**config.mk**
```make
export PLATFORM = sky130hd
export DESIGN_NAME = noc_route_ctrl
export DESIGN_NICKNAME = d
export VERILOG_FILES = /design/src/rtl/noc_pkg.sv /design/src/rtl/noc_xy_route.sv /design/src/rtl/noc_route_ctrl.sv
export SDC_FILE = /design/constraint.sdc
export NUM_CORES = 1
export LEC_CHECK = 0
export ABC_AREA = 1
export BUFFER_PORTS_ARGS = -buffer_cell sky130_fd_sc_hd__buf_2
export CAP_MARGIN = 20
export CORE_MARGIN = 3
export CORE_UTILIZATION = 45
export CTS_BUF_LIST = sky130_fd_sc_hd__clkbuf_8
export DETAILED_ROUTE_END_ITERATION = 7
export PLACE_DENSITY = 0.8
export REMOVE_ABC_BUFFERS = 1
export SETUP_SLACK_MARGIN = 0.05
export SYNTH_ARGS = -nofsm -noshare
export SYNTH_HDL_FRONTEND = slang
export SYNTH_SLANG_ARGS = --single-unit
```
**constraint.sdc**
```tcl
create_clock -name clk -period 1.3 [get_ports clk]
set_input_delay 0.26 -clock clk [delete_from_list [all_inputs] [get_ports clk]]
set_output_delay 0.26 -clock clk [all_outputs]
set_load 0.05 [all_outputs]
```
**src/rtl/noc_pkg.sv**
```systemverilog
// Shared NoC router definitions: flit types, port one-hots, FSM states, field offsets.
// Used by noc_route_ctrl and noc_xy_route.
package noc_pkg;

  localparam logic [1:0] FLIT_BODY      = 2'b00;
  localparam logic [1:0] FLIT_HEAD      = 2'b01;
  localparam logic [1:0] FLIT_TAIL      = 2'b10;
  localparam logic [1:0] FLIT_HEAD_TAIL = 2'b11;

  localparam logic [4:0] PORT_N = 5'b00001;
  localparam logic [4:0] PORT_S = 5'b00010;
  localparam logic [4:0] PORT_E = 5'b00100;
  localparam logic [4:0] PORT_W = 5'b01000;
  localparam logic [4:0] PORT_L = 5'b10000;

  typedef enum logic [2:0] {
    ST_IDLE,
    ST_HEAD_WAIT,
    ST_REQ,
    ST_SEND,
    ST_BODY_RD,
    ST_BODY_WAIT
  } state_t;

  // Flit layout, MSB first: type(2), dest X, dest Y, payload.
  function automatic int type_lsb(input int dw);
    return dw - 2;
  endfunction

  function automatic int x_lsb(input int dw, input int cw);
    return dw - 2 - cw;
  endfunction

  function automatic int y_lsb(input int dw, input int cw);
    return dw - 2 - 2 * cw;
  endfunction

  function automatic logic is_head(input logic [1:0] t);
    return (t == FLIT_HEAD) || (t == FLIT_HEAD_TAIL);
  endfunction

  function automatic logic is_tail(input logic [1:0] t);
    return (t == FLIT_TAIL) || (t == FLIT_HEAD_TAIL);
  endfunction

endpackage

```
**src/rtl/noc_xy_route.sv**
```systemverilog
// Dimension-ordered XY route: resolve X first, then Y, else local.
// Purely combinational; shared by all router input ports.
module noc_xy_route
  import noc_pkg::*;
#(
  parameter int COORD_W = 2
) (
  input  logic [COORD_W-1:0] dx,
  input  logic [COORD_W-1:0] dy,
  input  logic [COORD_W-1:0] lx,
  input  logic [COORD_W-1:0] ly,
  output logic [4:0]         port
);

  always_comb begin
    port = PORT_L;
    priority case (1'b1)
      (dx > lx): port = PORT_E;
      (dx < lx): port = PORT_W;
      (dy > ly): port = PORT_N;
      (dy < ly): port = PORT_S;
      default:   port = PORT_L;
    endcase
  end

endmodule

```
**src/rtl/noc_route_ctrl.sv**
```systemverilog
// Input-port controller: pops flits, XY-routes the head, holds the grant per packet.
// Define NOC_FLIT_CHECK_EN to add flit type checking and the flit_err output.
module noc_route_ctrl
  import noc_pkg::*;
#(
  parameter int DATA_WIDTH = 8,
  parameter int COORD_W    = 2,
  parameter int LOCAL_X    = 0,
  parameter int LOCAL_Y    = 0
) (
  input  logic                  clk,
  input  logic                  rst,
  input  logic                  en,
  input  logic                  fifo_empty,
  input  logic [DATA_WIDTH-1:0] fifo_data,
  output logic                  fifo_read,
  output logic [4:0]            out_req,
  input  logic [4:0]            out_gnt,
  input  logic                  out_ready,
  output logic [DATA_WIDTH-1:0] flit_out,
  output logic                  flit_valid,
  output logic [4:0]            out_sel
`ifdef NOC_FLIT_CHECK_EN
  ,
  output logic                  flit_err
`endif
);

  localparam int TL = type_lsb(DATA_WIDTH);
  localparam int XL = x_lsb(DATA_WIDTH, COORD_W);
  localparam int YL = y_lsb(DATA_WIDTH, COORD_W);
  localparam logic [COORD_W-1:0] LX = COORD_W'(LOCAL_X);
  localparam logic [COORD_W-1:0] LY = COORD_W'(LOCAL_Y);

  state_t                state_q, state_d;
  logic [DATA_WIDTH-1:0] flit_q, flit_d;
  logic [4:0]            route_q, route_d;
  logic [4:0]            sel_q, sel_d;
  logic [4:0]            route_w;
  logic                  head_bad;
  logic                  body_bad;

  noc_xy_route #(
    .COORD_W(COORD_W)
  ) u_route (
    .dx  (fifo_data[XL +: COORD_W]),
    .dy  (fifo_data[YL +: COORD_W]),
    .lx  (LX),
    .ly  (LY),
    .port(route_w)
  );

`ifdef NOC_FLIT_CHECK_EN
  logic [1:0] in_type;
  assign in_type  = fifo_data[TL +: 2];
  assign head_bad = !is_head(in_type);
  assign body_bad = is_head(in_type);
  assign flit_err = en && rst &&
    (((state_q == ST_HEAD_WAIT) && head_bad) ||
     ((state_q == ST_BODY_WAIT) && body_bad));
`else
  assign head_bad = 1'b0;
  assign body_bad = 1'b0;
`endif

  always_comb begin
    state_d    = state_q;
    flit_d     = flit_q;
    route_d    = route_q;
    sel_d      = sel_q;
    fifo_read  = 1'b0;
    flit_valid = 1'b0;
    if (en && rst) begin
      unique case (state_q)
        ST_IDLE: begin
          if (!fifo_empty) begin
            fifo_read = 1'b1;
            state_d   = ST_HEAD_WAIT;
          end
        end
        ST_HEAD_WAIT: begin
          if (head_bad) begin
            state_d = ST_IDLE;
          end else begin
            flit_d  = fifo_data;
            route_d = route_w;
            state_d = ST_REQ;
          end
        end
        ST_REQ: begin
          if ((out_gnt & route_q) != 5'd0) begin
            sel_d   = route_q;
            state_d = ST_SEND;
          end
        end
        ST_SEND: begin
          if (out_ready) begin
            flit_valid = 1'b1;
            if (is_tail(flit_q[TL +: 2])) begin
              sel_d   = '0;
              state_d = ST_IDLE;
            end else begin
              state_d = ST_BODY_RD;
            end
          end
        end
        ST_BODY_RD: begin
          if (!fifo_empty && out_ready) begin
            fifo_read = 1'b1;
            state_d   = ST_BODY_WAIT;
          end
        end
        ST_BODY_WAIT: begin
          flit_d = fifo_data;
          // A stray head mid-packet closes the packet.
          if (body_bad) flit_d[TL +: 2] = FLIT_TAIL;
          state_d = ST_SEND;
        end
        default: state_d = ST_IDLE;
      endcase
    end
  end

  always_ff @(posedge clk or negedge rst) begin
    if (!rst) begin
      state_q <= ST_IDLE;
      flit_q  <= '0;
      route_q <= '0;
      sel_q   <= '0;
    end else begin
      state_q <= state_d;
      flit_q  <= flit_d;
      route_q <= route_d;
      sel_q   <= sel_d;
    end
  end

  assign out_req  = (state_q == ST_REQ) ? route_q : 5'd0;
  assign flit_out = flit_q;
  assign out_sel  = sel_q;

endmodule

```
# Word-level counts from Yosys, hierarchy flattened
# Cells that the tools add are included.
[totals]
ff_bits = 21
out_inout_bits = 20
wordCells = 55
[classes]
magnitude_cmp = 4
eq_ne = 12
muxes = 22
bitwise_logic = 1
reduce_logical = 12
[ops]
columns = ["cell", "count"]
rows = [
  ["5-bit 2-to-1 mux", 8],
  ["3-bit one-hot mux with 6 select lines", 1],
  ["3-bit 2-to-1 mux", 5],
  ["2-bit != test (second input constant)", 5],
  ["5-bit one-hot mux with 2 select lines", 1],
  ["5-bit AND reduction", 2],
  ["3-bit by 2-bit equality test with 1-bit output (second input constant)", 2],
  ["3-bit equality test (second input constant)", 2],
  ["1-bit 2-to-1 mux", 6],
  ["5-bit AND", 1],
  ["5-bit nonzero test", 1],
  ["2-bit equality test (second input constant)", 2],
  ["2-bit by 1-bit greater-than comparator with 1-bit output (second input constant)", 2],
  ["2-bit by 1-bit less-than comparator with 1-bit output (second input constant)", 2],
  ["2-bit AND reduction", 2],
  ["3-bit by 1-bit equality test with 1-bit output (second input constant)", 1],
  ["3-bit logical NOT", 1],
  ["1-bit logical AND", 2],
  ["1-bit one-hot mux with 2 select lines", 1],
  ["2-bit nonzero test", 1],
  ["2-bit OR reduction", 1],
  ["1-bit logical NOT", 1],
  ["1-bit logical OR", 1],
]

# Logic depth before layout (Yosys ltp)
# Gate-level depths: netlist (run 1).
[depth]
word_depth = 5
ltp_mapped = 8
ltp_nobuf = 7

# By module
# Synthesis (run 1) repeated with hierarchy kept, for this count alone.
[unflattened]
hier_cells = 171
hier_area_um2 = 1267.5
[by_module_without_submodules]
columns = ["mod", "n_inst", "cells_per_inst", "area_each_um2", "seq_area_each_um2"]
rows = [
  ["noc_route_ctrl", 1, 143, 1122.3, 525.5],
  ["noc_xy_route", 1, 28, 145.1, 0.0],
]

# Worst setup path before layout (run 1)
# OpenSTA, ideal clock, no wires.
[synth_timing]
kind = "reg2out"
startpoint = "reg state_q[2]"
endpoint = "out fifo_read"
t_arrival_ns = 2.058
required_time_ns = 1.040
slack_ns = -1.018
path_stages_with_launch = 4
path_buffers = 0
cell_sequence = "dfrtp_1 inv_2 o21ai_0 nor4_1"
[synth_via]
elab_chain_cells = 3
elab_cells_between_ends = 4
[synth_lines]
columns = ["element", "line", "text"]
rows = [
  ["start: declaration", "noc_route_ctrl.sv:35", "state_t state_q, state_d;"],
  ["start signal: assignment", "noc_route_ctrl.sv:131", "state_q <= state_d;"],
  ["3-bit equality test or 3-bit logical NOT (tied branches)", "noc_route_ctrl.sv:74", "unique case (state_q)"],
  ["1-bit one-hot mux with 2 select lines *", "noc_route_ctrl.sv:74", ""],
  ["1-bit 2-to-1 mux *", "noc_route_ctrl.sv:73", "if (en && rst) begin"],
  ["end: declaration", "noc_route_ctrl.sv:16", "output logic fifo_read,"],
]
# Mark *: on every way between the ends. The rest lies on a longest branch, timed or not.

# Worst setup path after layout (run 1)
[layout_timing]
startpoint = "reg state_q[2]"
endpoint = "out out_req[4]"
[layout_via]
elab_chain_cells = 2
[layout_lines]
columns = ["element", "line", "text"]
rows = [
  ["3-bit by 2-bit equality test with 1-bit output", "noc_route_ctrl.sv:138", "assign out_req = (state_q == ST_REQ) ? route_q : 5'd0;"],
  ["5-bit 2-to-1 mux", "noc_route_ctrl.sv:138", ""],
  ["end: declaration", "noc_route_ctrl.sv:17", "output logic [4:0] out_req,"],
]
# No other way between the ends.

==> results of run 1 <==
## routing by layer
layer | global-route usage | routed length [um] | share of wire
met1 | 0.257 | 1050 | 0.39
met2 | 0.350 | 1350 | 0.50
met3 | 0.0287 | 177 | 0.066
met4 | 0.114 | 99 | 0.037
met5 | 0 | 0 | 0
## area by class of cell
| type | count | area (um2) |
|---|---|---|
| Clock inverter | 1 | 5.00 |
| Timing Repair Buffer | 48 | 343 |
| Sequential cell | 17 | 428 |
| Fill cell | 128 | 455 |
| Multi-Input combinational cell | 76 | 509 |
| Tap cell | 25 | 31.3 |
| Inverter | 7 | 26.3 |
| Clock buffer | 3 | 41.3 |
## cells in the mapped netlist
| library cell | instances |
|---|---|
| nand2_2 | 2 |
| buf_6 | 1 |
| nand3_2 | 2 |
| o22ai_2 | 1 |
| mux2_2 | 5 |
| conb_1 | 1 |
| inv_2 | 2 |
| o21a_1 | 1 |
| nor4_1 | 1 |
| buf_4 | 4 |
| o21ai_0 | 5 |
| nor2_1 | 13 |
| nor2_4 | 3 |
| nand2_1 | 22 |
| dfrtp_1 | 17 |
| inv_1 | 5 |
| nor2_8 | 1 |
| nand3_1 | 9 |
| mux2_4 | 3 |
| nand2_4 | 1 |
| nor2_2 | 2 |
## where the power goes
group / switching, W / internal, W
registers: 0.000183 / 0.000779
logic: 0.00147 / 0.000798
clock network: 0.000188 / 0.000213
## state kept, by name, indices dropped and copies added, names as in the netlist
register / flops
flit_out: 8
state_q: 3
out_sel: 3
route_q: 3
## cells by family (layout without fill, tap and decap cells)
family	count (synthesis)	count (layout)	synth area share
and+or+nand+nor	56	57	0.313
DFF	17	17	0.455
buffers and inverters	12	59	0.0722
muxes	8	8	0.108
AOI/OAI and AO/OA	7	7	0.0481
other	1	4	0.00401
## through the flow
step | setup TNS (ps) | instance area (um2) | util
2_1_floorplan | -2200 | 906 | -
3_3_place_gp | -23.1 | 1140 | 0.618
3_5_place_dp | -148 | 1140 | 0.618
4_1_cts | -1500 | 1350 | 0.735
5_1_grt | -3330 | 1380 | 0.752
6_report | -2060 | 1380 | 0.752
## worst paths after layout
path / end / slack, ps / startpoint
max: out_req[4] / -260 / state_q[2]$_DFFE_PN0P_
min: flit_out[7]$_DFFE_PN0P_ / 230 / fifo_data[7]
max reg2reg: out_sel[0]$_DFFE_PN0P_ / -90 / state_q[1]$_DFFE_PN0P_
min reg2reg: out_sel[4]$_DFFE_PN0P_ / 470 / out_sel[4]$_DFFE_PN0P_
max in group asynchronous: state_q[1]$_DFFE_PN0P_ / 580 / rst
min in group asynchronous: route_q[4]$_DFFE_PN0P_ / 520 / rst
## critical path, cell delays in order, from the launching register on
cell and delay, ps:
dfrtp_1 400, inv_2 110, buf_6 130, nand3_4 110, nor2_2 130, buf_6 160
## cells in the final DEF, fill, tap and decap left out
master,count
buf_2,26
nand2_1,21
dfrtp_1,15
buf_4,10
buf_6,10
nor2_1,9
nand3_1,9
inv_1,5
nor2_4,5
mux2_2,5
nor2_2,4
conb_1,4
nand2_2,3
mux2_4,3
o21ai_0,3
clkbuf_8,3
inv_2,2
nand3_4,2
o21ai_1,2
nand2_4,2
dfrtp_2,2
nor4_2,1
o21a_1,1
o22ai_2,1
nor2_8,1
clkinv_2,1
dlygate4sd3_1,1
buf_8,1
## timing repair
action | in CTS | in global routing
endpoints found under the hold margin | 17 | 0
pin swaps | 7 | 3
cloned | 1 | 0
gates resized for setup | 24 | 8
hold buffers | 1 | 0
setup endpoints to repair | 19 | 22
buffers inserted | 10 | 0
==> results.yml, run 1 <==
run_status:
  status: "complete, but fails checks"
  violations: "negative setup slack"
power:
  p_leak_nw: 0.721
  max-vdd-ir-drop_v: 0.00145
  p_per_area_nw_per_um2: 2620
  power_w: 0.00363
sta:
  timing.fmax_mhz: 643
  min_period_over_period: 1.20
  hold-worst-slack_ps: 230
  final_max_slew_viol_count: 0
  clock_skew_ps: 2.13
  post-route-min-period_ps: 1560
  rsz0062_at_grt: "true"
  finalHoldViolCount: 0
  setup_violations: 22
  layout_setup_ws_ps: -256
finish:
  antennaDiodeCount: 0
  layout-drive-gt1-share: 0.539
  synthToLayoutAreaGrowth_pct: 47.9
  layout.cells.non_filler: 177
  layout.nets: 171
floorplanning:
  die_x_um: 51.6
  rows: 15
  dieArea_um2: 2660
  dieHeight_um: 51.6
  core_um2: 1840
  start_util: 0.509
  num_io_pins: 38
logic_synthesis:
  synth_area_leaders: "dfrtp_1 45%, nand2_1 8.8%, mux2_2 6.0%, nor2_1 5.2%, nand3_1 4.8%"
  ys_warn_count: 0
  synthCells: 101
  syn_area_um2: 936
  synth_top_area_frac: 0.455
  ys_ff_latch: 17
  ys_seq_area_frac: 0.455
  avgSynthCellArea_um2: 9.27
  synth_top_cell_by_area: "dfrtp_1"
  yosys.cell_types.count: 21
place:
  gp_congestion: 0.762
  place_ws_ps: -54.8
  hpwlAfterDp_mm: 1.60
  dp.cells: 161
  port_buffers: 31
routing:
  drc: 0
  viasPerCell: 5.32
  avgRoutedWirePerCell_um: 15.1
  firstDrtPassIters: 4
  first_iter_violations: 24
  vias: 942
  wirelength_mm: 2.67
  ant_nets: 0
clocking:
  clkSlewWorstSetupHoldPaths_ps: 70
  cts_buffers: 3
  cts_tree: "yes"
  clock-sinks: 17
  h-tree-depth: 1
  clockBufferDepth: 2
  root_buffer: "clkbuf_8"
  clk_latency_ps: 250
global_route:
  grt_pass1_vias: 928
  grt-ovfl-total: 0
  grt_first_pass_wirelength_mm: 4.09
  grt_use_total: 0.209
  antenna_found_initial: 0
  grt_max_degree: 18
critical_path:
  worstPathMaxFanout: 4
  critPathRequiredTime_ps: 1040
  cp-end-kind: "output port"
  worstPathArrival_ps: 1300
  rr_worst_depth: 8
  critical_path_class: "register to output port"
  startpoint_type: "register"
worst_hold_path:
  worstHoldPathCells: 2
  hold_class: "input pin to register"
flow_run:
  cap_violations: 0
Note: power is estimated with default switching activity, not from simulation.
==> inputs of run 2 (changes only) <==
CTS_BUF_LIST = sky130_fd_sc_hd__clkbuf_4 sky130_fd_sc_hd__clkbuf_8 sky130_fd_sc_hd__clkbuf_16   (was sky130_fd_sc_hd__clkbuf_8)
==> run 2 against run 1 <==
  * The flow still finishes with violations (negative setup slack)
  * Sequential share of layout area decreased by 0.50 points
  * Non-clock buffer count is 2 higher
  * Via count fell by 2.8%
  * Die area unchanged
  * Worst setup slack worse by 93 ps
  * Maximum frequency is 5.6% lower
==> results.yml, run 2 (same netlist as run 1, synthesis figures left out) <==
floorplanning:
  start_util: 0.509
  die_x_um: 51.6
  num_io_pins: 38
  core_um2: 1840
  rows: 15
  dieHeight_um: 51.6
  dieArea_um2: 2660
sta:
  setup_violations: 19
  layout_setup_ws_ps: -349
  timing.fmax_mhz: 607
  post-route-min-period_ps: 1650
  rsz0062_at_grt: "true"
  final_max_slew_viol_count: 0
  min_period_over_period: 1.27
  clock_skew_ps: 5.26
  finalHoldViolCount: 0
run_status:
  status: "complete, but fails checks"
  violations: "negative setup slack"
finish:
  layout_common_cells: "25 x buf_2, 21 x nand2_1, 15 x dfrtp_1"
  final_util: 0.765
  layout-drive-gt1-share: 0.558
  antennaDiodeCount: 0
  mostFrequentLayoutCell: "buf_2"
  synthToLayoutAreaGrowth_pct: 50.3
  layout.nets: 173
  fillers: 128
  largest_register_ffs: 8
clocking:
  h-tree-depth: 1
  root_buffer: "clkbuf_4"
  clockBufferDepth: 2
  cts_buffers: 3
  clock-sinks: 17
  clk_latency_ps: 310
  clkSlewWorstSetupHoldPaths_ps: 110
  cts_tree: "yes"
power:
  max-vdd-ir-drop_v: 0.00141
  power_w: 0.00363
  p_leak_nw: 0.726
  p_per_area_nw_per_um2: 2580
global_route:
  grt_first_pass_wirelength_mm: 3.90
  grt_use_total: 0.196
  grt-ovfl-total: 0
  antenna_found_initial: 0
  grt_pass1_vias: 888
  grt_max_degree: 18
critical_path:
  cpLargestDelayFamily: "flip-flops"
  reg2reg_slack_ps: -130
  crit_start: "state_q[2]$_DFFE_PN0P_"
  worstPathArrival_ps: 1390
  critical_path_class: "register to output port"
  max_stage_delay_ps: 410
  critPathSlowestCell: "dfrtp_1"
  critPathRequiredTime_ps: 1040
  rr_endpoint: "out_sel[0]$_DFFE_PN0P_"
  worst-path-buf-inv: 2
  reg2reg_from: "state_q[2]$_DFFE_PN0P_"
  crit_path_cell_trace: "inv_2, o21ai_2, nor4_2, buf_4"
  rr_worst_depth: 9
  startpoint_type: "register"
  worstPathMaxFanout: 5
  cp-end-kind: "output port"
worst_hold_path:
  worstHoldPathCells: 2
  hold_end: "flit_out[7]$_DFFE_PN0P_"
  holdCritStartpoint: "fifo_data[7]"
  hold_class: "input pin to register"
routing:
  firstDrtPassIters: 4
  wirelength_mm: 2.73
  vias: 916
  avgRoutedWirePerCell_um: 15.2
  ant_nets: 0
  first_iter_violations: 21
  drc: 0
  viasPerCell: 5.12
place:
  hpwlAfterDp_mm: 1.60
  port_buffers: 31
  gp_congestion: 0.762
flow_run:
  cap_violations: 0
==> run 2: how the worst max path moves through the flow <==
stage | end | cells past startpoint
2_1_floorplan | fifo_read | 3
3_3_place_gp | out_req[2] | 4
3_5_place_dp | route_q[2]$_DFFE_PN0P_ | 6
4_1_cts | fifo_read | 4
5_1_grt | fifo_read | 4
6_report | fifo_read | 4
==> run 2: final cells by class <==
class	instances	area, um2	share of cell area
clock buffers	3	22.5	0.0160
clock inverters	1	5.00	0.00356
inverters	7	28.8	0.0205
multi-input cells	76	531	0.377
flip-flops and latches	17	428	0.304
well taps	25	31.3	0.0222
repair buffers	50	360	0.256
==> run 2: layer usage <==
| layer | share of wire | vias to the layer above | global-route usage |
|---|---|---|---|
| met2 | 0.55 | 45 | 0.345 |
| li1 | - | 425 | - |
| met3 | 0.066 | 4 | 0.0229 |
| met5 | 0 | - | 0 |
| met1 | 0.37 | 442 | 0.235 |
| met4 | 0.0099 | 0 | 0.0961 |
==> run 2: through the flow <==
| step | std cells | setup WS [ps] | hold slack, ps | instance area [um2] | setup TNS, ps |
|---|---|---|---|---|---|
| CTS | 171 | -304 | 181 | 1270 | -1300 |
| global placement | 161 | -10.2 | 246 | 1140 | -23.1 |
| finish | 179 | -349 | 173 | 1410 | -2570 |
| global route | 179 | -446 | 169 | 1410 | -3770 |
| detailed placement | 161 | -54.8 | 243 | 1140 | -148 |
| floorplan | 99 | -1020 | -35.6 | 906 | -2200 |
==> run 2: what timing repair did <==
item                                    4_1_cts  5_1_grt
hold buffers                                  1        0
pin swaps                                     1       11
setup buffers                                 4        8
resized for setup                            19       20
hold endpoints to repair                     17        0
endpoints found under the setup margin       19       23
cloned                                        1        0
==> run 2: report_power, final <==
group	total [W]	switching [W]	internal (W)
logic	0.00235	0.00151	0.000842
clock network	0.000304	0.000189	0.000115
registers	0.000976	0.000199	0.000777
